===== src/rtl/demux1_2_stream_if.sv =====
// Valid/ready stream bundle: data, last, valid, ready.
// master drives data/last/valid and samples ready; slave is the reverse.
interface demux1_2_stream_if #(
    parameter int W = 16
);
    logic [W-1:0] data;
    logic         last;
    logic         valid;
    logic         ready;

    modport master (
        output data,
        output last,
        output valid,
        input  ready
    );

    modport slave (
        input  data,
        input  last,
        input  valid,
        output ready
    );
endinterface


===== src/rtl/demux1_2_stream.sv =====
// 1:2 packet demux: routes a valid/ready stream to out0 or out1,
// with destination chosen at a packet's first beat and locked until its last beat.
// Ports: clk, rst_n (async active-low), sel, in_s (slave stream),
// out0/out1 (registered master streams), busy, cnt0/cnt1 (packet counters).
module demux1_2_stream #(
    parameter int W  = 16,
    parameter int CW = 8
) (
    input  logic           clk,
    input  logic           rst_n,
    input  logic           sel,
    demux1_2_stream_if.slave  in_s,
    demux1_2_stream_if.master out0,
    demux1_2_stream_if.master out1,
    output logic           busy,
    output logic [CW-1:0]  cnt0,
    output logic [CW-1:0]  cnt1
);
    typedef enum logic {IDLE, LOCK} state_e;

    state_e        state_q, state_d;
    logic          lock_sel_q, lock_sel_d;
    logic          v0_q, v0_d, v1_q, v1_d;
    logic [W-1:0]  d0_q, d0_d, d1_q, d1_d;
    logic          l0_q, l0_d, l1_q, l1_d;
    logic [CW-1:0] cnt0_q, cnt0_d, cnt1_q, cnt1_d;

    logic target;
    logic in_ready;
    logic acc;

    // In IDLE the live sel decides; in LOCK the latched choice holds.
    always_comb begin
        target   = (state_q == LOCK) ? lock_sel_q : sel;
        in_ready = target ? (!v1_q || out1.ready) : (!v0_q || out0.ready);
        acc      = in_s.valid && in_ready;
    end

    always_comb begin
        state_d    = state_q;
        lock_sel_d = lock_sel_q;
        v0_d       = v0_q;
        v1_d       = v1_q;
        d0_d       = d0_q;
        d1_d       = d1_q;
        l0_d       = l0_q;
        l1_d       = l1_q;
        cnt0_d     = cnt0_q;
        cnt1_d     = cnt1_q;

        if (acc) begin
            unique case (state_q)
                IDLE: begin
                    if (!in_s.last) begin
                        state_d    = LOCK;
                        lock_sel_d = sel;
                    end
                end
                LOCK: begin
                    if (in_s.last) state_d = IDLE;
                end
                default: state_d = IDLE;
            endcase
        end

        // Load wins over drain so a beat can refill a draining register.
        if (acc && !target) begin
            v0_d = 1'b1;
            d0_d = in_s.data;
            l0_d = in_s.last;
            if (in_s.last) cnt0_d = cnt0_q + 1'b1;
        end else if (v0_q && out0.ready) begin
            v0_d = 1'b0;
        end

        if (acc && target) begin
            v1_d = 1'b1;
            d1_d = in_s.data;
            l1_d = in_s.last;
            if (in_s.last) cnt1_d = cnt1_q + 1'b1;
        end else if (v1_q && out1.ready) begin
            v1_d = 1'b0;
        end
    end

    always_ff @(posedge clk or negedge rst_n) begin
        if (!rst_n) begin
            state_q    <= IDLE;
            lock_sel_q <= 1'b0;
            v0_q       <= 1'b0;
            v1_q       <= 1'b0;
            d0_q       <= '0;
            d1_q       <= '0;
            l0_q       <= 1'b0;
            l1_q       <= 1'b0;
            cnt0_q     <= '0;
            cnt1_q     <= '0;
        end else begin
            state_q    <= state_d;
            lock_sel_q <= lock_sel_d;
            v0_q       <= v0_d;
            v1_q       <= v1_d;
            d0_q       <= d0_d;
            d1_q       <= d1_d;
            l0_q       <= l0_d;
            l1_q       <= l1_d;
            cnt0_q     <= cnt0_d;
            cnt1_q     <= cnt1_d;
        end
    end

    assign in_s.ready = in_ready;
    assign out0.data  = d0_q;
    assign out0.last  = l0_q;
    assign out0.valid = v0_q;
    assign out1.data  = d1_q;
    assign out1.last  = l1_q;
    assign out1.valid = v1_q;
    assign busy       = (state_q == LOCK);
    assign cnt0       = cnt0_q;
    assign cnt1       = cnt1_q;
endmodule


===== src/flat_wrapper.sv =====
// flat-port wrapper written by rule: the top's interface ports become plain ports
module demux1_2_stream_flat 
#(
    parameter int W  = 16,
    parameter int CW = 8
)
  (clk, rst_n, sel, busy, cnt0, cnt1, in_s_data, in_s_last, in_s_valid, in_s_ready, out0_data, out0_last, out0_valid, out0_ready, out1_data, out1_last, out1_valid, out1_ready);
  demux1_2_stream_if #(.W(W)) in_s_i ();
  demux1_2_stream_if #(.W(W)) out0_i ();
  demux1_2_stream_if #(.W(W)) out1_i ();
  input  logic clk;
  input  logic rst_n;
  input  logic sel;
  output logic busy;
  output logic [CW-1:0] cnt0;
  output logic [CW-1:0] cnt1;
  input wire logic [$bits(in_s_i.data)-1:0] in_s_data;
  input wire logic [$bits(in_s_i.last)-1:0] in_s_last;
  input wire logic [$bits(in_s_i.valid)-1:0] in_s_valid;
  output wire logic [$bits(in_s_i.ready)-1:0] in_s_ready;
  output wire logic [$bits(out0_i.data)-1:0] out0_data;
  output wire logic [$bits(out0_i.last)-1:0] out0_last;
  output wire logic [$bits(out0_i.valid)-1:0] out0_valid;
  input wire logic [$bits(out0_i.ready)-1:0] out0_ready;
  output wire logic [$bits(out1_i.data)-1:0] out1_data;
  output wire logic [$bits(out1_i.last)-1:0] out1_last;
  output wire logic [$bits(out1_i.valid)-1:0] out1_valid;
  input wire logic [$bits(out1_i.ready)-1:0] out1_ready;
  assign in_s_i.data = in_s_data;
  assign in_s_i.last = in_s_last;
  assign in_s_i.valid = in_s_valid;
  assign in_s_ready = in_s_i.ready;
  assign out0_data = out0_i.data;
  assign out0_last = out0_i.last;
  assign out0_valid = out0_i.valid;
  assign out0_i.ready = out0_ready;
  assign out1_data = out1_i.data;
  assign out1_last = out1_i.last;
  assign out1_valid = out1_i.valid;
  assign out1_i.ready = out1_ready;
  demux1_2_stream #(.W(W), .CW(CW)) u_core (.clk(clk), .rst_n(rst_n), .sel(sel), .in_s(in_s_i), .out0(out0_i), .out1(out1_i), .busy(busy), .cnt0(cnt0), .cnt1(cnt1));
endmodule

===== config.mk =====
export PLATFORM = sky130hd
export DESIGN_NAME = demux1_2_stream_flat
export DESIGN_NICKNAME = d
export VERILOG_FILES = /design/src/rtl/demux1_2_stream_if.sv /design/src/rtl/demux1_2_stream.sv /design/src/flat_wrapper.sv
export SDC_FILE = /design/constraint.sdc
export NUM_CORES = 1
export LEC_CHECK = 0
export CAP_MARGIN = 5
export CORE_UTILIZATION = 45
export DETAILED_ROUTE_END_ITERATION = 12
export GPL_TIMING_DRIVEN = 0
export PLACE_DENSITY = 0.78
export SKIP_CTS_REPAIR_TIMING = 1
export SYNTH_ARGS = -nofsm -noshare
export SYNTH_HDL_FRONTEND = slang
export SYNTH_SLANG_ARGS = --single-unit

===== constraint.sdc =====
create_clock -name clk -period 1.83 [get_ports clk]
set_clock_uncertainty 0.1 [all_clocks]
set_input_delay 0.366 -clock clk [delete_from_list [all_inputs] [get_ports clk]]
set_output_delay 0.366 -clock clk [all_outputs]
set_load 0.02 [all_outputs]

; ---- After elaboration in Yosys (flattened, before gate mapping)
; Index checks and enable logic that the tools add are counted.
[word_totals]
wordCells = 36
inputBits = 23
regBits = 54
[op_classes]
n_bitwise = 2
n_mux = 7
n_reduce_logical = 15
addsub = 2
[ops]
columns = operator, n
row1 = $add A8 B1 Y8 const B, 2
row2 = $mux W1, 7
row3 = $logic_and A1 B1 Y1, 5
row4 = $reduce_and A2 Y1, 2
row5 = $reduce_bool A2 Y1, 2
row6 = $logic_not A1 Y1, 3
row7 = $reduce_and A3 Y1, 1
row8 = $logic_or A1 B1 Y1, 2
row9 = $not A1 Y1, 2

; ---- Logic depth before layout (Yosys ltp)
; Gate-level depths: netlist (run 1).
[depth]
ltp_word = 6
ltp_mapped = 6

; ---- Worst setup path before layout (run 1)
; OpenSTA, ideal clock, no wires.
[synth_timing]
kind = reg-to-reg
from = register u_core.state_q, in the netlist u_core.busy
to = register u_core.lock_sel_q
setup_slack_ps = 25
path_stages_with_launch = 5
arrival_ps = 1580
t_required_ps = 1605
period_less_slack_ps = 1805
setup_time_ps = 125
path_cell_list = dfrtp_1 -> mux2i_2 -> nand3_2 -> a211oi_2 -> mux2_2
[synth_via]
elab_chain_len = 4
elab_cells_between_ends = 5
[synth_rtl]
columns = element, line
row1 = "start, declared", demux1_2_stream.sv:21  ; state_e state_q, state_d;
row2 = "start signal, assigned", demux1_2_stream.sv:99  ; state_q <= state_d;
row3 = $mux W1, demux1_2_stream.sv:34  ; target = (state_q == LOCK) ? lock_sel_q : sel;
row4 = $mux W1, demux1_2_stream.sv:35  ; in_ready = target ? (!v1_q || out1.ready) : (!v0_q || out0.ready);
row5 = $logic_and A1 B1 Y1, demux1_2_stream.sv:36  ; acc = in_s.valid && in_ready;
row6 = $reduce_and A3 Y1 (no source line) (*), n/a
row7 = "end signal, assigned", demux1_2_stream.sv:100  ; lock_sel_q <= lock_sel_d;
row8 = "end, declared", demux1_2_stream.sv:22  ; logic lock_sel_q, lock_sel_d;
; Every way passes the cells marked *; elsewhere a longest branch is shown, timed or not.
; A chain may end at the register's enable or synchronous reset.

; ---- Final worst setup path (run 1)
[layout_timing]
from = register u_core.state_q, in the netlist u_core.busy
to = output in_s_ready
[layout_via]
elab_chain_len = 2
[layout_rtl]
columns = element, line
row1 = $mux W1, demux1_2_stream.sv:34
row2 = $mux W1, demux1_2_stream.sv:35
row3 = "end, declared", flat_wrapper.sv:20  ; output wire logic [$bits(in_s_i.ready)-1:0] in_s_ready;
; No other way between the ends.

==> flow_summary.json, run 1 <==
{
  "status": "complete, but fails checks",
  "violations": "setup timing",
  "ir_drop_v": 0.000999,
  "wl_per_cell_um": 14.4,
  "cts-root-buf": "clkbuf_8",
  "grt_max_degree": 31,
  "seqPwrFrac_pct": 37.5,
  "cap_violations": 0,
  "rsz0062_at_grt": "yes",
  "synth_top_area_share_pct": 58.7,
  "r2r_start": "u_core.busy$_DFFE_PN0N_",
  "dp_cells": 333,
  "regArea_sq_mm": 0.00135,
  "cp_common_cell": "nor2_1",
  "internal_power_w": 0.00350,
  "combPwrFrac_pct": 50.4,
  "critical_path_required_ns": 1.36,
  "fin_cells": 343,
  "drt-total-wl_mm": 4.96,
  "maxSlewHeadroom_pct": 60.7,
  "syn_nets": 214,
  "path_cells": "mux2_4, nor2_1, nor2_1, buf_4",
  "setup_violations": 1,
  "nNetsFinal": 300,
  "overflow": 0,
  "clk_path_buf_depth": 2,
  "r2r_end": "u_core.lock_sel_q$_DFFE_PN0P_",
  "clkLatencyLatePin_ns": 0.30,
  "numCtsBuffers": 5,
  "r2r_cells": 4,
  "start_util_pct": 47.8,
  "slowest_delay_ns": 0.46,
  "hold_class": "in -> reg",
  "antenna_found_initial": 0,
  "drcViolationCount": 0,
  "busiest_layer": "met2",
  "seq_area_frac_synth_pct": 58.7,
  "die_x_um": 73.5,
  "core_area_sq_mm": 0.00482,
  "fp.dieH_um": 73.5,
  "clkTransAtPathRegs_ns": 0.09,
  "hold_path_end": "u_core.lock_sel_q$_DFFE_PN0P_",
  "cp_top_family": "flip-flops",
  "syn_area_sq_mm": 0.00230,
  "max_slew.worst_pin.slew_ns": 0.589,
  "drv_slew": 0,
  "use_met3_pct": 4.39,
  "p_per_area_mw_per_mm2": 1710,
  "p_sw_w": 0.00214,
  "track_usage_pct": 20.2,
  "synthCells": 189,
  "rows": 25,
  "critical-path-slowest-cell": "dfrtp_2",
  "path_depth": 4,
  "crit_fanout": 4,
  "fin_ws_ns": -0.0436,
  "routabilityCongestion": 0.729,
  "drt-pass1-iter-count": 4,
  "p_sw_share_pct": 38.0,
  "final_hold_viol_count": 0,
  "p_leak_nw": 1.69,
  "grt_use_met1_pct": 26.7,
  "worstSetupEndpointType": "output port",
  "vias": 1630,
  "multi_input_area_sq_um": 910,
  "yosysWarnings": 0,
  "max_freq_mhz": 534,
  "hold_path_depth": 2,
  "yosysUniqueCellTypes": 24,
  "worstHoldStart": "sel",
  "synth_area_leader_cell": "dfrtp_1",
  "num_antenna_cells": 0,
  "vias_per_cell": 4.75,
  "area_growth_pct": 43.8,
  "first_iter_violations": 64,
  "cts_tree": "built",
  "port_buffers": 76,
  "dp_hpwl_mm": 3.53,
  "reg2reg_setup_slack_ns": 0.15,
  "die_area_sq_mm": 0.00540,
  "synth_seq_cells": 54,
  "finalCritPeriodShare_pct": 102,
  "grt_pass1_wl_mm": 8.09,
  "dpl_worst_slack_ns": -0.559,
  "startpoint": "u_core.busy$_DFFE_PN0N_",
  "met2_usage_pct": 32.1,
  "synth_area_per_cell_sq_um": 12.2,
  "ios": 77,
  "grt_pass1_vias": 1649,
  "startpoint_type": "flip-flop",
  "clock_power_share_pct": 12.1,
  "setup-tns-final_ns": -0.0436,
  "ant_nets": 0,
  "netlist_top_cells_area": "dfrtp_1, mux2_4, nand2_1",
  "clock_sinks": 54,
  "crit_type": "reg -> out",
  "crit_buf_inv": 1,
  "fill_cells": 383,
  "h-tree-depth": 2,
  "drive_gt1_share_pct": 17.4,
  "worstPathArrival_ns": 1.41,
  "min_period_ns": 1.87
}
-- worst reg2reg max path, cell delays in order (launching register included) --
cell and delay (ns):
dfrtp_2 0.44, mux2i_4 0.31, nand3_2 0.16, a211oi_2 0.22, mux2_2 0.35
-- routing by layer --
| layer | vias to the layer above | routed length (um) |
|---|---|---|
| li1 | 790 | - |
| met4 | 0 | 85 |
| met1 | 782 | 2240 |
| met3 | 7 | 258 |
| met5 | - | 0 |
| met2 | 51 | 2370 |
-- worst max path at each step --
stage	slack, ns	end
3_5_place_dp	-0.56	in_s_ready
6_report	-0.04	in_s_ready
5_1_grt	-0.1	in_s_ready
4_1_cts	-0.63	in_s_ready
2_1_floorplan	0.02	u_core.lock_sel_q$_DFFE_PN0P_
3_3_place_gp	-1.34	u_core.cnt1[7]$_DFFE_PN0P_
-- power groups by stage --
stage	logic (W)	clock network, W	registers (W)
global placement	0.00280	0	0.00210
detailed placement	0.00285	0	0.00212
global route	0.00303	0.000743	0.00218
CTS	0.00286	0.000698	0.00212
floorplan	0.000922	0	0.00270
finish	0.00284	0.000680	0.00212
-- area by class of cell --
cell class / instances / area share (%)
plain buffers: 6 / 1.44
multi-input cells: 128 / 27.5
clock inverters: 1 / 0.151
repair buffers: 79 / 24.8
flip-flops and latches: 54 / 40.9
inverters: 1 / 0.113
well taps: 67 / 2.53
clock buffers: 7 / 2.61
-- cells in the mapped netlist, drive strengths merged --
cell / number
and3: 1
and2: 2
mux2i: 1
a211oi: 1
xnor2: 4
inv: 1
a31o: 1
nor3: 2
nand2b: 2
xor2: 10
ha: 2
dfrtp: 54
mux2: 20
nand3: 7
nand2: 56
nand4: 7
nor2: 11
buf: 6
a21oi: 1
-- state kept, by name, summed over array words and instances (netlist names) --
register,cells
u_core.out1.valid,1
u_core.out1.data,16
u_core.out0.valid,1
u_core.busy,1
u_core.cnt0,8
u_core.lock_sel_q,1
u_core.out1.last,1
u_core.cnt1,8
u_core.out0.data,16
u_core.out0.last,1
-- per-stage QoR --
step	hold slack [ns]	area [sq um]	power [W]	util (%)
5_1_grt	0.354	3310	0.00595	68.7
2_1_floorplan	-0.0296	2300	0.00362	-
6_report	0.328	3310	0.00564	68.7
3_3_place_gp	0.358	3150	0.00490	65.3
4_1_cts	-0.0306	3250	0.00568	67.5
3_5_place_dp	0.301	3160	0.00498	65.6
-- layout by cell type, fill, tap and decap left out, types with 4 or more instances in the layout --
cell,netlist,routed
dlymetal6s2s_1,0,12
xor2_1,10,10
clkdlybuf4s50_1,0,62
dfrtp_1,54,53
nand3_1,5,5
nand2_1,56,56
buf_4,2,4
xnor2_1,4,4
nor2_1,11,11
nand4_1,5,5
mux2_4,17,17
clkbuf_8,0,6
-- kinds of logic (layout without fill, tap and decap cells) --
logic type | Yosys count | count (layout) | share of synthesized area (%)
compound gates | 3 | 3 | 1.14
xor+xnor | 14 | 14 | 5.33
fa+ha+maj | 2 | 2 | 1.09
buf+inv | 7 | 94 | 2.23
flops | 54 | 54 | 58.7
mux | 21 | 21 | 13.2
simple gates | 88 | 88 | 18.3
Power figures use the tool's default switching activity.
==> run 2, diff against run 1 <==
- TNS_END_PERCENT: default -> 10
==> results of run 2 <==
Final layout, timing and power as in run 1 (identical DEF).
==> run 3, diff against run 2 <==
- CORE_ASPECT_RATIO: default -> 1.25
- CORE_UTILIZATION: 45 -> 43
- PLACE_DENSITY: 0.78 -> 0.75
==> run 3 against run 2 <==
Effect of this change: the run still ends with setup timing left; worst setup slack improved by 0.0067 ns; largest cell class unchanged; clock power increased by 16%; final cell count decreased by 1.5%; critical endpoint unchanged; die area increased by 4.6%; highest routed layer unchanged.
==> flow_summary.json, run 3 (synthesis gave the netlist of run 1 again) <==
{
  "status": "complete, but fails checks",
  "violations": "setup timing",
  "antenna_found_initial": 0,
  "fill_cells": 426,
  "hold_class": "in -> reg",
  "overflow": 0,
  "layout_commonest_cell": "clkdlybuf4s50_1",
  "dp_hpwl_mm": 3.47,
  "maxSlewHeadroom_pct": 67.2,
  "core_area_sq_mm": 0.00512,
  "num_antenna_cells": 0,
  "max_slew.worst_pin.slew_ns": 0.493,
  "drt-total-wl_mm": 4.87,
  "crit_type": "reg -> out",
  "dp_cells": 328,
  "worstSetupEndpointType": "output port",
  "fp.dieH_um": 83.8,
  "clock_sinks": 54,
  "min_period_ns": 1.87,
  "fin_ws_ns": -0.0369,
  "vias_per_cell": 4.86,
  "cts_tree": "built",
  "startpoint_type": "flip-flop",
  "setup_violations": 1,
  "die_area_sq_mm": 0.00565,
  "nNetsFinal": 300,
  "routabilityCongestion": 0.762,
  "cap_violations": 0,
  "wl_per_cell_um": 14.4,
  "start_util_pct": 45.0,
  "ios": 77,
  "h-tree-depth": 2,
  "max_freq_mhz": 536,
  "critical_path_required_ns": 1.36,
  "postLayoutCoreUtil_pct": 64.9,
  "worstPathArrival_ns": 1.40,
  "port_buffers": 76,
  "rsz0062_at_grt": "yes",
  "finalCritPeriodShare_pct": 102,
  "ant_nets": 0,
  "area_growth_pct": 44.3,
  "die_x_um": 67.4,
  "ir_drop_v": 0.000786,
  "cts-root-buf": "clkbuf_8",
  "crit_fanout": 5,
  "grt_pass1_vias": 1593,
  "rows": 29,
  "first_iter_violations": 70,
  "track_usage_pct": 18.6,
  "vias": 1641,
  "final_hold_viol_count": 0,
  "grt_max_degree": 35,
  "dpl_worst_slack_ns": -0.546,
  "clk_path_buf_depth": 2,
  "p_per_area_mw_per_mm2": 1730,
  "drv_slew": 0,
  "clkLatencyLatePin_ns": 0.30,
  "drive_gt1_share_pct": 17.4,
  "drt-pass1-iter-count": 4,
  "p_leak_nw": 1.69,
  "drcViolationCount": 0,
  "grt_pass1_wl_mm": 7.76,
  "fin_cells": 338,
  "final_cell_mix": "clkdlybuf4s50_1, nand2_1, dfrtp_1",
  "clkTransAtPathRegs_ns": 0.09,
  "numCtsBuffers": 5,
  "setup-tns-final_ns": -0.0369
}
[run 3: cell count changes in the layout (fill, tap and decap cells not counted)]
cell	previous run	this run
clkinvlp_4	0	1
buf_2	3	4
buf_4	4	3
nand2b_1	1	2
nor2_1	11	10
nor2_2	0	1
clkinv_2	1	0
nand2b_2	1	0
clkbuf_8	6	5
bufinv_16	0	1
[run 3: critical path, cell delays in order (launching register included)]
cell     delay (ns)
dfrtp_2        0.47
mux2_4         0.35
nor2_2         0.09
nor2_1         0.05
buf_2          0.15
[run 3: per-stage QoR]
step	hold slack, ns	power [W]	instance area [sq um]
finish	0.343	0.00574	3320
global placement	0.359	0.00491	3140
global route	0.350	0.00607	3320
floorplan	-0.0296	0.00362	2300
CTS	-0.0715	0.00578	3260
detailed placement	0.261	0.00497	3150
[run 3: worst paths after layout]
check / start / to / slack (ns) / cells after the start
setup / recovery: u_core.busy$_DFFE_PN0N_ / in_s_ready / -0.04 / 4
hold / removal: sel / u_core.lock_sel_q$_DFFE_PN0P_ / 0.34 / 2
setup reg to reg: u_core.busy$_DFFE_PN0N_ / u_core.busy$_DFFE_PN0N_ / 0.13 / 5
hold reg to reg: u_core.cnt1[7]$_DFFE_PN0P_ / u_core.cnt1[7]$_DFFE_PN0P_ / 0.38 / 1
max in group asynchronous: rst_n / u_core.out0.data[9]$_DFFE_PN0P_ / 0.64 / 3
min in group asynchronous: rst_n / u_core.cnt1[6]$_DFFE_PN0P_ / 0.45 / 2
[run 3: power by group]
| part | internal [W] | leakage (nW) | switching [W] |
|---|---|---|---|
| clock | 0.000409 | 0.0514 | 0.000381 |
| combinational | 0.00147 | 0.973 | 0.00136 |
| sequential | 0.00171 | 0.664 | 0.000397 |
[run 3: layout make-up]
cell class,instances,area [sq um],area share (%)
well taps,62,77.6,2.34
flip-flops and latches,54,1350,40.7
clock inverters,2,37.5,1.13
clock buffers,6,72.6,2.19
inverters,1,3.75,0.113
multi-input cells,128,910,27.4
repair buffers,79,818,24.7
plain buffers,6,47.5,1.43
[run 3: routing by layer]
metal / up-vias / global-route usage, % / part of all wire, %
met1: 799 / 24.6 / 43
met4: 0 / 6.58 / 1.8
li1: 791 / - / -
met5: - / 0 / 0
met3: 8 / 4.51 / 3.8
met2: 43 / 29.2 / 51
